[config.mk]
export PLATFORM = sky130hd
export DESIGN_NAME = accumulator_control_unit
export DESIGN_NICKNAME = d
export VERILOG_FILES = /design/src/rtl/cpu_pkg.sv /design/src/rtl/accumulator_control_unit.sv
export SDC_FILE = /design/constraint.sdc
export NUM_CORES = 1
export LEC_CHECK = 0
export BUFFER_PORTS_ARGS = -buffer_cell sky130_fd_sc_hd__clkbuf_2
export CAP_MARGIN = 20
export CORE_MARGIN = 10
export CORE_UTILIZATION = 45
export CTS_CLUSTER_SIZE = 14
export DETAILED_ROUTE_END_ITERATION = 12
export GPL_TIMING_DRIVEN = 1
export HOLD_SLACK_MARGIN = 0.08
export PLACE_DENSITY = 0.72
export SLEW_MARGIN = 20
export SYNTH_ARGS = -nofsm -noshare
export SYNTH_HDL_FRONTEND = slang
export SYNTH_SLANG_ARGS = --single-unit
[constraint.sdc]
create_clock -name clk -period 7.39 [get_ports clk]
set_input_delay 0.739 -clock clk [delete_from_list [all_inputs] [get_ports clk]]
set_output_delay 0.739 -clock clk [all_outputs]
set_load 0.02 [all_outputs]
[src/rtl/cpu_pkg.sv]
// rtl/cpu_pkg.sv - opcodes, FSM states, SKIPCOND codes and ALU modes for the accumulator CPU
package cpu_pkg;

    localparam logic [3:0] OP_LOAD     = 4'h1;
    localparam logic [3:0] OP_STORE    = 4'h2;
    localparam logic [3:0] OP_ADD      = 4'h3;
    localparam logic [3:0] OP_SUBT     = 4'h4;
    localparam logic [3:0] OP_SKIPCOND = 4'h5;
    localparam logic [3:0] OP_HALT     = 4'h7;
    localparam logic [3:0] OP_JUMP     = 4'h9;
    localparam logic [3:0] OP_CLEAR    = 4'hA;

    localparam logic [1:0] SKIP_NEG   = 2'b00;
    localparam logic [1:0] SKIP_ZERO  = 2'b01;
    localparam logic [1:0] SKIP_POS   = 2'b10;
    localparam logic [1:0] SKIP_NEVER = 2'b11;

    localparam logic [3:0] ALU_ADD = 4'b0010;
    localparam logic [3:0] ALU_SUB = 4'b0110;

    typedef enum logic [3:0] {
        ST_IDLE,
        ST_FETCH_A,
        ST_FETCH_W,
        ST_DECODE,
        ST_OPER_A,
        ST_OPER_W,
        ST_EXEC,
        ST_STORE,
        ST_HALTED
    } state_t;

    // AC is treated as signed: ac_neg is its sign bit, ac_zero means all bits clear.
    function automatic logic skip_taken(input logic [1:0] cond, input logic ac_neg,
                                        input logic ac_zero);
        logic taken;
        taken = 1'b0;
        case (cond)
            SKIP_NEG:   taken = ac_neg;
            SKIP_ZERO:  taken = ac_zero;
            SKIP_POS:   taken = !ac_neg && !ac_zero;
            SKIP_NEVER: taken = 1'b0;
            default:    taken = 1'b0;
        endcase
        return taken;
    endfunction

endpackage

[src/rtl/accumulator_control_unit.sv]
// rtl/accumulator_control_unit.sv - multi-cycle fetch/decode/execute sequencer for the accumulator CPU
module accumulator_control_unit
    import cpu_pkg::*;
#(
    parameter int                    ADDR_WIDTH = 28,
    parameter int                    DATA_WIDTH = 32,
    parameter logic [ADDR_WIDTH-1:0] RESET_PC   = 'h100
) (
    input  logic                  clk,
    input  logic                  rst_n,
    input  logic                  start,
    output logic [ADDR_WIDTH-1:0] mem_addr,
    output logic [DATA_WIDTH-1:0] mem_wdata,
    input  logic [DATA_WIDTH-1:0] mem_rdata,
    output logic                  mem_cs,
    output logic                  mem_we,
    output logic                  mem_oe,
    output logic [DATA_WIDTH-1:0] alu_left,
    output logic [DATA_WIDTH-1:0] alu_right,
    output logic [3:0]            alu_control,
    input  logic [DATA_WIDTH-1:0] alu_out,
    output logic                  busy,
    output logic                  halted,
    output logic [ADDR_WIDTH-1:0] pc_out,
    output logic [DATA_WIDTH-1:0] ac_out
);

    state_t                state_q, state_d;
    logic [ADDR_WIDTH-1:0] pc_q, pc_d;
    logic [DATA_WIDTH-1:0] ac_q, ac_d;
    logic [DATA_WIDTH-1:0] ir_q, mbr_q;

    logic [3:0]            opcode;
    logic [1:0]            cond;
    logic [ADDR_WIDTH-1:0] ir_addr;

    assign opcode  = ir_q[DATA_WIDTH-1 -: 4];
    assign cond    = ir_q[ADDR_WIDTH-1 -: 2];
    assign ir_addr = ir_q[ADDR_WIDTH-1:0];

    assign alu_left    = ac_q;
    assign alu_right   = mbr_q;
    assign alu_control = (state_q == ST_EXEC && opcode == OP_SUBT) ? ALU_SUB : ALU_ADD;

    assign busy   = (state_q != ST_IDLE) && (state_q != ST_HALTED);
    assign halted = (state_q == ST_HALTED);
    assign pc_out = pc_q;
    assign ac_out = ac_q;

    always_comb begin
        state_d = state_q;
        pc_d    = pc_q;
        ac_d    = ac_q;
        case (state_q)
            ST_IDLE, ST_HALTED: begin
                if (start) begin
                    state_d = ST_FETCH_A;
                    pc_d    = RESET_PC;
                end
            end
            ST_FETCH_A: state_d = ST_FETCH_W;
            ST_FETCH_W: begin
                state_d = ST_DECODE;
                pc_d    = pc_q + 1'b1;
            end
            ST_DECODE: begin
                state_d = ST_FETCH_A;
                case (opcode)
                    OP_LOAD, OP_ADD, OP_SUBT: state_d = ST_OPER_A;
                    OP_STORE:                 state_d = ST_STORE;
                    OP_HALT:                  state_d = ST_HALTED;
                    OP_SKIPCOND: begin
                        if (skip_taken(cond, ac_q[DATA_WIDTH-1], ac_q == '0))
                            pc_d = pc_q + 1'b1;
                    end
                    OP_JUMP:  pc_d = ir_addr;
                    OP_CLEAR: ac_d = '0;
                    default:  ;
                endcase
            end
            ST_OPER_A: state_d = ST_OPER_W;
            ST_OPER_W: state_d = ST_EXEC;
            ST_EXEC: begin
                state_d = ST_FETCH_A;
                ac_d    = (opcode == OP_LOAD) ? mbr_q : alu_out;
            end
            ST_STORE: state_d = ST_FETCH_A;
            default:  state_d = ST_IDLE;
        endcase
    end

    // Memory strobes and MAR are loaded on entry to a memory state, so the synchronous
    // RAM sees a stable address and strobe for the whole state and the async reset kills
    // an in-flight write.
    always_ff @(posedge clk or negedge rst_n) begin
        if (!rst_n) begin
            state_q   <= ST_IDLE;
            pc_q      <= RESET_PC;
            ac_q      <= '0;
            ir_q      <= '0;
            mbr_q     <= '0;
            mem_addr  <= '0;
            mem_wdata <= '0;
            mem_cs    <= 1'b0;
            mem_we    <= 1'b0;
            mem_oe    <= 1'b0;
        end else begin
            state_q <= state_d;
            pc_q    <= pc_d;
            ac_q    <= ac_d;
            if (state_q == ST_FETCH_W) ir_q  <= mem_rdata;
            if (state_q == ST_OPER_W)  mbr_q <= mem_rdata;
            if (state_d == ST_FETCH_A)
                mem_addr <= pc_d;
            else if (state_d == ST_OPER_A || state_d == ST_STORE)
                mem_addr <= ir_addr;
            if (state_d == ST_STORE) mem_wdata <= ac_q;
            mem_cs <= (state_d == ST_FETCH_A) || (state_d == ST_OPER_A) || (state_d == ST_STORE);
            mem_oe <= (state_d == ST_FETCH_A) || (state_d == ST_OPER_A);
            mem_we <= (state_d == ST_STORE);
        end
    end

endmodule

; Word-level counts from Yosys, hierarchy flattened
; Cells that the tools add are included.
[op_classes]
add_sub_neg = 1
eq_ne = 24
mux = 16
n_reduce_logical = 18
[ops]
columns = op, count
row1 = $mux 28, 4
row2 = $pmux 28 s3, 1
row3 = $mux 32, 2
row4 = $pmux 32 s2, 1
row5 = $pmux 28 s2, 1
row6 = $eq 4x3->1 const B, 9
row7 = $logic_not 32->1, 1
row8 = $add 28x1->28 const B, 1
row9 = $pmux 4 s7, 1
row10 = $eq 4x2->1 const B, 4
row11 = $eq 4x1->1 const B, 3
row12 = $eq 4x4->1 const B, 3
row13 = $pmux 4 s3, 1
row14 = $eq 2x2->1 const B, 2
row15 = $logic_not 4->1, 1
row16 = $mux 4, 1
row17 = $ne 4x4->1 const B, 1
row18 = $pmux 1 s4, 1
row19 = $reduce_bool 2->1, 2
row20 = $reduce_bool 4->1, 1
row21 = $reduce_or 2->1, 2
row22 = $logic_and 1x1->1, 3
row23 = $logic_or 1x1->1, 3
row24 = $mux 3, 1
row25 = 7 further kinds, 9
[totals]
regBits = 191
in_bits = 67
elab_cells = 69

; Depth between registers and ports, before layout
[logic_depth]
ltp_word = 10
ltp_mapped = 11

; Worst setup path after synthesis
; Ideal clock, no wire load.
[synth_path]
path_type = register to output
start = register state_q[2]
end = output port alu_control[2]
t_arrival_ns = 2.136
required_time_ns = 6.651
setup_slack_ns = 4.515
stages_incl_launch_ff = 6
path_buffers = 2
path_cell_list = dfrtp_1 -> clkbuf_1 -> nand2b_1 -> or3b_2 -> clkbuf_1 -> nor4b_1
[synth_between]
elab_chain_len = 3
[synth_rtl]
columns = item, line_no
row1 = start: declaration, accumulator_control_unit.sv:28  ; state_t state_q, state_d;
row2 = start signal: assignment, accumulator_control_unit.sv:108  ; state_q <= state_d;
row3 = $eq 4x3->1, accumulator_control_unit.sv:43  ; assign alu_control = (state_q == ST_EXEC && opcode == OP_SUBT) ? ALU_SUB : ALU_ADD;
row4 = $logic_and 1x1->1, accumulator_control_unit.sv:43
row5 = $mux 3, accumulator_control_unit.sv:43
row6 = end: declaration, accumulator_control_unit.sv:20  ; output logic [3:0] alu_control,
; No other way between the ends.

; Final worst setup path
[layout_path]
start = register state_q[1]
end = register mem_addr[0]
[layout_between]
elab_chain_len = 6
word_cells_on_any_way = 20
classes_between = eq/ne: 11 / mux: 4 / reduce/logical: 5
[layout_rtl]
columns = item, line_no
row1 = $eq 4x3->1 (tied with other cells), accumulator_control_unit.sv:54  ; case (state_q)
row2 = "$reduce_or 2->1, on equally long branches", n/a
row3 = $pmux 4 s7, accumulator_control_unit.sv:54
row4 = $eq 4x3->1, accumulator_control_unit.sv:115  ; else if (state_d == ST_OPER_A || state_d == ST_STORE)
row5 = $logic_or 1x1->1, accumulator_control_unit.sv:115
row6 = $reduce_bool 2->1 (no line), n/a
row7 = end signal: assignment, accumulator_control_unit.sv:114  ; mem_addr <= pc_d;
row8 = end signal: assignment, accumulator_control_unit.sv:116  ; mem_addr <= ir_addr;
row9 = end: declaration, accumulator_control_unit.sv:12  ; output logic [ADDR_WIDTH-1:0] mem_addr,
; Several ways; a longest one is shown, not always the timed one.
; A chain may end at the register's enable or synchronous reset.

==> flow_summary.toml <==
[timing]
period_minus_slack_ns = 4.112
timing.final.crit_share_pct = 55.65
max_freq_ghz = 0.2432
slew_headroom_pct = 35.39
tightestPinTransition_ns = 0.9692
fin_skew_ns = 0.01462
hold_violations = 0
drv_slew = 0
rsz0062_at_grt = "no"
tns_ns = 0
setup_violations = 0

[detailed_routing]
drc = 0
wl_met2_um = 17170
firstDrtPassIters = 6
postRouteAntennaNets = 0
vias_per_cell = 5.962
via_count = 9837
wl_per_cell_um = 22.02
finalWirelength_um = 36330
dr_wl_met3_um = 3647
drtIter0Drc = 1196
wl_met1_um = 14320
top_layer_used = "met4"

[power]
clockPowerShare_pct = 15.9
pwr-share-comb_pct = 49.4
power_leakage_nw = 5.993
sw_frac_of_total_pct = 50.79
power_density_mw_per_mm2 = 488.3
ir_drop_mv = 0.2729
p_seq_share_pct = 34.7
p_int_mw = 2.958
p_sw_mw = 3.053

[worst_setup_path]
cp_max_fo = 37
cpLargestDelayFamily = "simple AND/OR/NAND/NOR gates"
crit_buf_inv = 1
slowest_delay_ns = 0.83
path_cells = "and4bb_2 -> nand3_2 -> inv_2 -> nor2_2 -> a21oi_4 -> a221oi_1 -> o31ai_1"
required_ns = 7.73
slowest_stage = "inv_2"
critPathArrivalTime_ns = 4.45
critPathKind = "reg2reg"
startpoint_type = "register"
end_kind = "register"

[yosys]
syn_area_per_cell_um2 = 9.061
synth_compound_area_share_pct = 19.47
synth-xor-area-share_pct = 0.6701
synth_top_area_share_pct = 45.47
ys_top_cells_by_area = "dfrtp_1, nand2_1, o21ai_0"
synth_fa_ha_area_share_pct = 0.1197
synthCells = 1154
yosysMostFrequentCell = "nand2_1"
synth.distinct_cells = 93
yosysTopAreaCell = "dfrtp_1"
synth_top_family_by_area = "simple AND/OR/NAND/NOR gates"
async_reset_ff_share_pct = 100.0
yosys_register_bits = 191
ys_seq_area_share_pct = 45.72
yosys_most_used_dff = "dfrtp_1"
synth_area_mm2 = 0.01046
yosys.area_share.simple_pct = 20.35
synth_edf_count = 0
ys_warn_count = 0
synth.area.mux_share_pct = 6.892
synth_top_cells_by_count = "nand2_1, dfrtp_1, o21ai_0"

[placement]
dp.final_hpwl_um = 25610
gp_congestion = 0.9696
port_buffers = 256

[floorplanning]
core_area_mm2 = 0.02278
die_h_um = 172.4
dieArea_mm2 = 0.02973
row_count = 55
io_pins = 260
die_x_um = 172.4
initial_core_util_pct = 45.90

[global_routing]
track_usage_pct = 23.67
grt_max_degree = 114
grt_pass1_wl_um = 55140
grt.overflow.total = 0
first_global_vias = 9492
grt_antenna_before_repair = 1

[clock_tree]
clkSinkCount = 191
cts_tree = "yes"
insertion_delay_ns = 0.45
cts.clk_slew.worst_paths_ns = 0.08
cts-hold-fix-buffers = 0
cts-resized-gates = 0
htreeDepth = 4
clockBufferDepth = 2
cts_root_buffer = "clkbuf_16"
numCtsBuffers = 17
post_cts_buffers = 0

[layout]
final_nets = 1391
drive_above_1_share_pct = 28.07
fin_util_pct = 54.04
area_growth_pct = 17.72

[worst_hold_path]
min_path_type = "in2async"

[run_status]
status = "complete, no violations"

[run]
maxCapViolCount = 0
power groups by stage:
stage / registers [mW] / clock network [mW] / logic, mW
floorplan: 2.27 / 0 / 1.72
global route: 2.15 / 1.00 / 3.19
finish: 2.09 / 0.954 / 2.97
CTS: 2.07 / 0.960 / 2.96
detailed placement: 2.09 / 0 / 2.95
global placement: 2.08 / 0 / 2.88
final cells by class:
type                       count  area (um^2)
sequential                   191         4781
inverter                      16        60.06
tap                          313        391.6
timing repair buffer         272         1410
clock inverter                15        192.7
multi-input combinational    825         5046
clock buffer                  17        425.4
antenna                        1        2.502
fill                        2079        10470
sequential cells by signal, indices dropped and copies added (netlist names):
register / flops
ac_out: 32
alu_right: 32
ir_q: 32
mem_addr: 28
mem_cs: 1
mem_oe: 1
mem_wdata: 32
mem_we: 1
pc_out: 28
state_q: 4
worst register-to-register path: cells and delay by family, from the launching register on:
kind                   cells  cell delay [ns]
AND/OR/NAND/NOR            3             1.37
flip-flops                 1             0.68
AO/OA/AOI/OAI              3             1.12
buffers and inverters      1             0.84
cell families (layout without fill, tap and decap cells):
| kind of cell | count (synthesis) | count (layout) |
|---|---|---|
| compound gates | 297 | 297 |
| xor+xnor | 8 | 8 |
| fa+ha+maj | 1 | 1 |
| buf+inv | 139 | 320 |
| flops | 191 | 191 |
| mux | 68 | 68 |
| other cells | 2 | 4 |
| simple gates | 448 | 448 |
stage by stage:
step	hold WS [ns]	total power, mW	cell area (um^2)	std cells	setup WS, ns
after global routing	0.4989	6.348	12310	1649	2.935
after CTS	0.4576	5.992	12300	1649	3.332
after detailed placement	0.4626	5.034	11680	1617	3.322
final	0.4157	6.011	12310	1650	3.278
after global placement	0.4594	4.962	11680	1617	3.477
after floorplan	0.4434	3.989	10460	1155	4.515
metal layers:
layer | track usage, % | vias to the layer above
li1 | - | 4445
met1 | 30.18 | 4796
met2 | 37.70 | 514
met3 | 5.677 | 82
met4 | 9.858 | 0
met5 | 0 | -
path summary, 6_finish.rpt:
path                            cells after the start      endpoint          from  slack (ns)
worst max-delay path                                7   mem_addr[0]    state_q[1]        3.28
worst min-delay path                                1        mem_cs         rst_n        0.42
worst max register to register                      7   mem_addr[0]    state_q[1]        3.28
worst min register to register                      2  mem_wdata[1]  mem_wdata[1]        0.48
max in group asynchronous                           2  alu_right[0]         rst_n        5.45
min in group clk                                    2  mem_wdata[1]  mem_wdata[1]        0.48
placed cells by master (no fill, tap or decap), drive strengths merged, types with 9 or more instances in the layout:
cell type,n
clkbuf,273
nand2,261
dfrtp,190
o21ai,91
nor2,51
a21oi,41
mux2i,36
mux2,32
nand3,24
nor3,23
inv,22
nor4,20
a21o,19
a31oi,17
a22o,17
buf,16
nand4,14
o211ai,11
a22oi,10
clkinv,9
(Power assumes the default switching activity.)
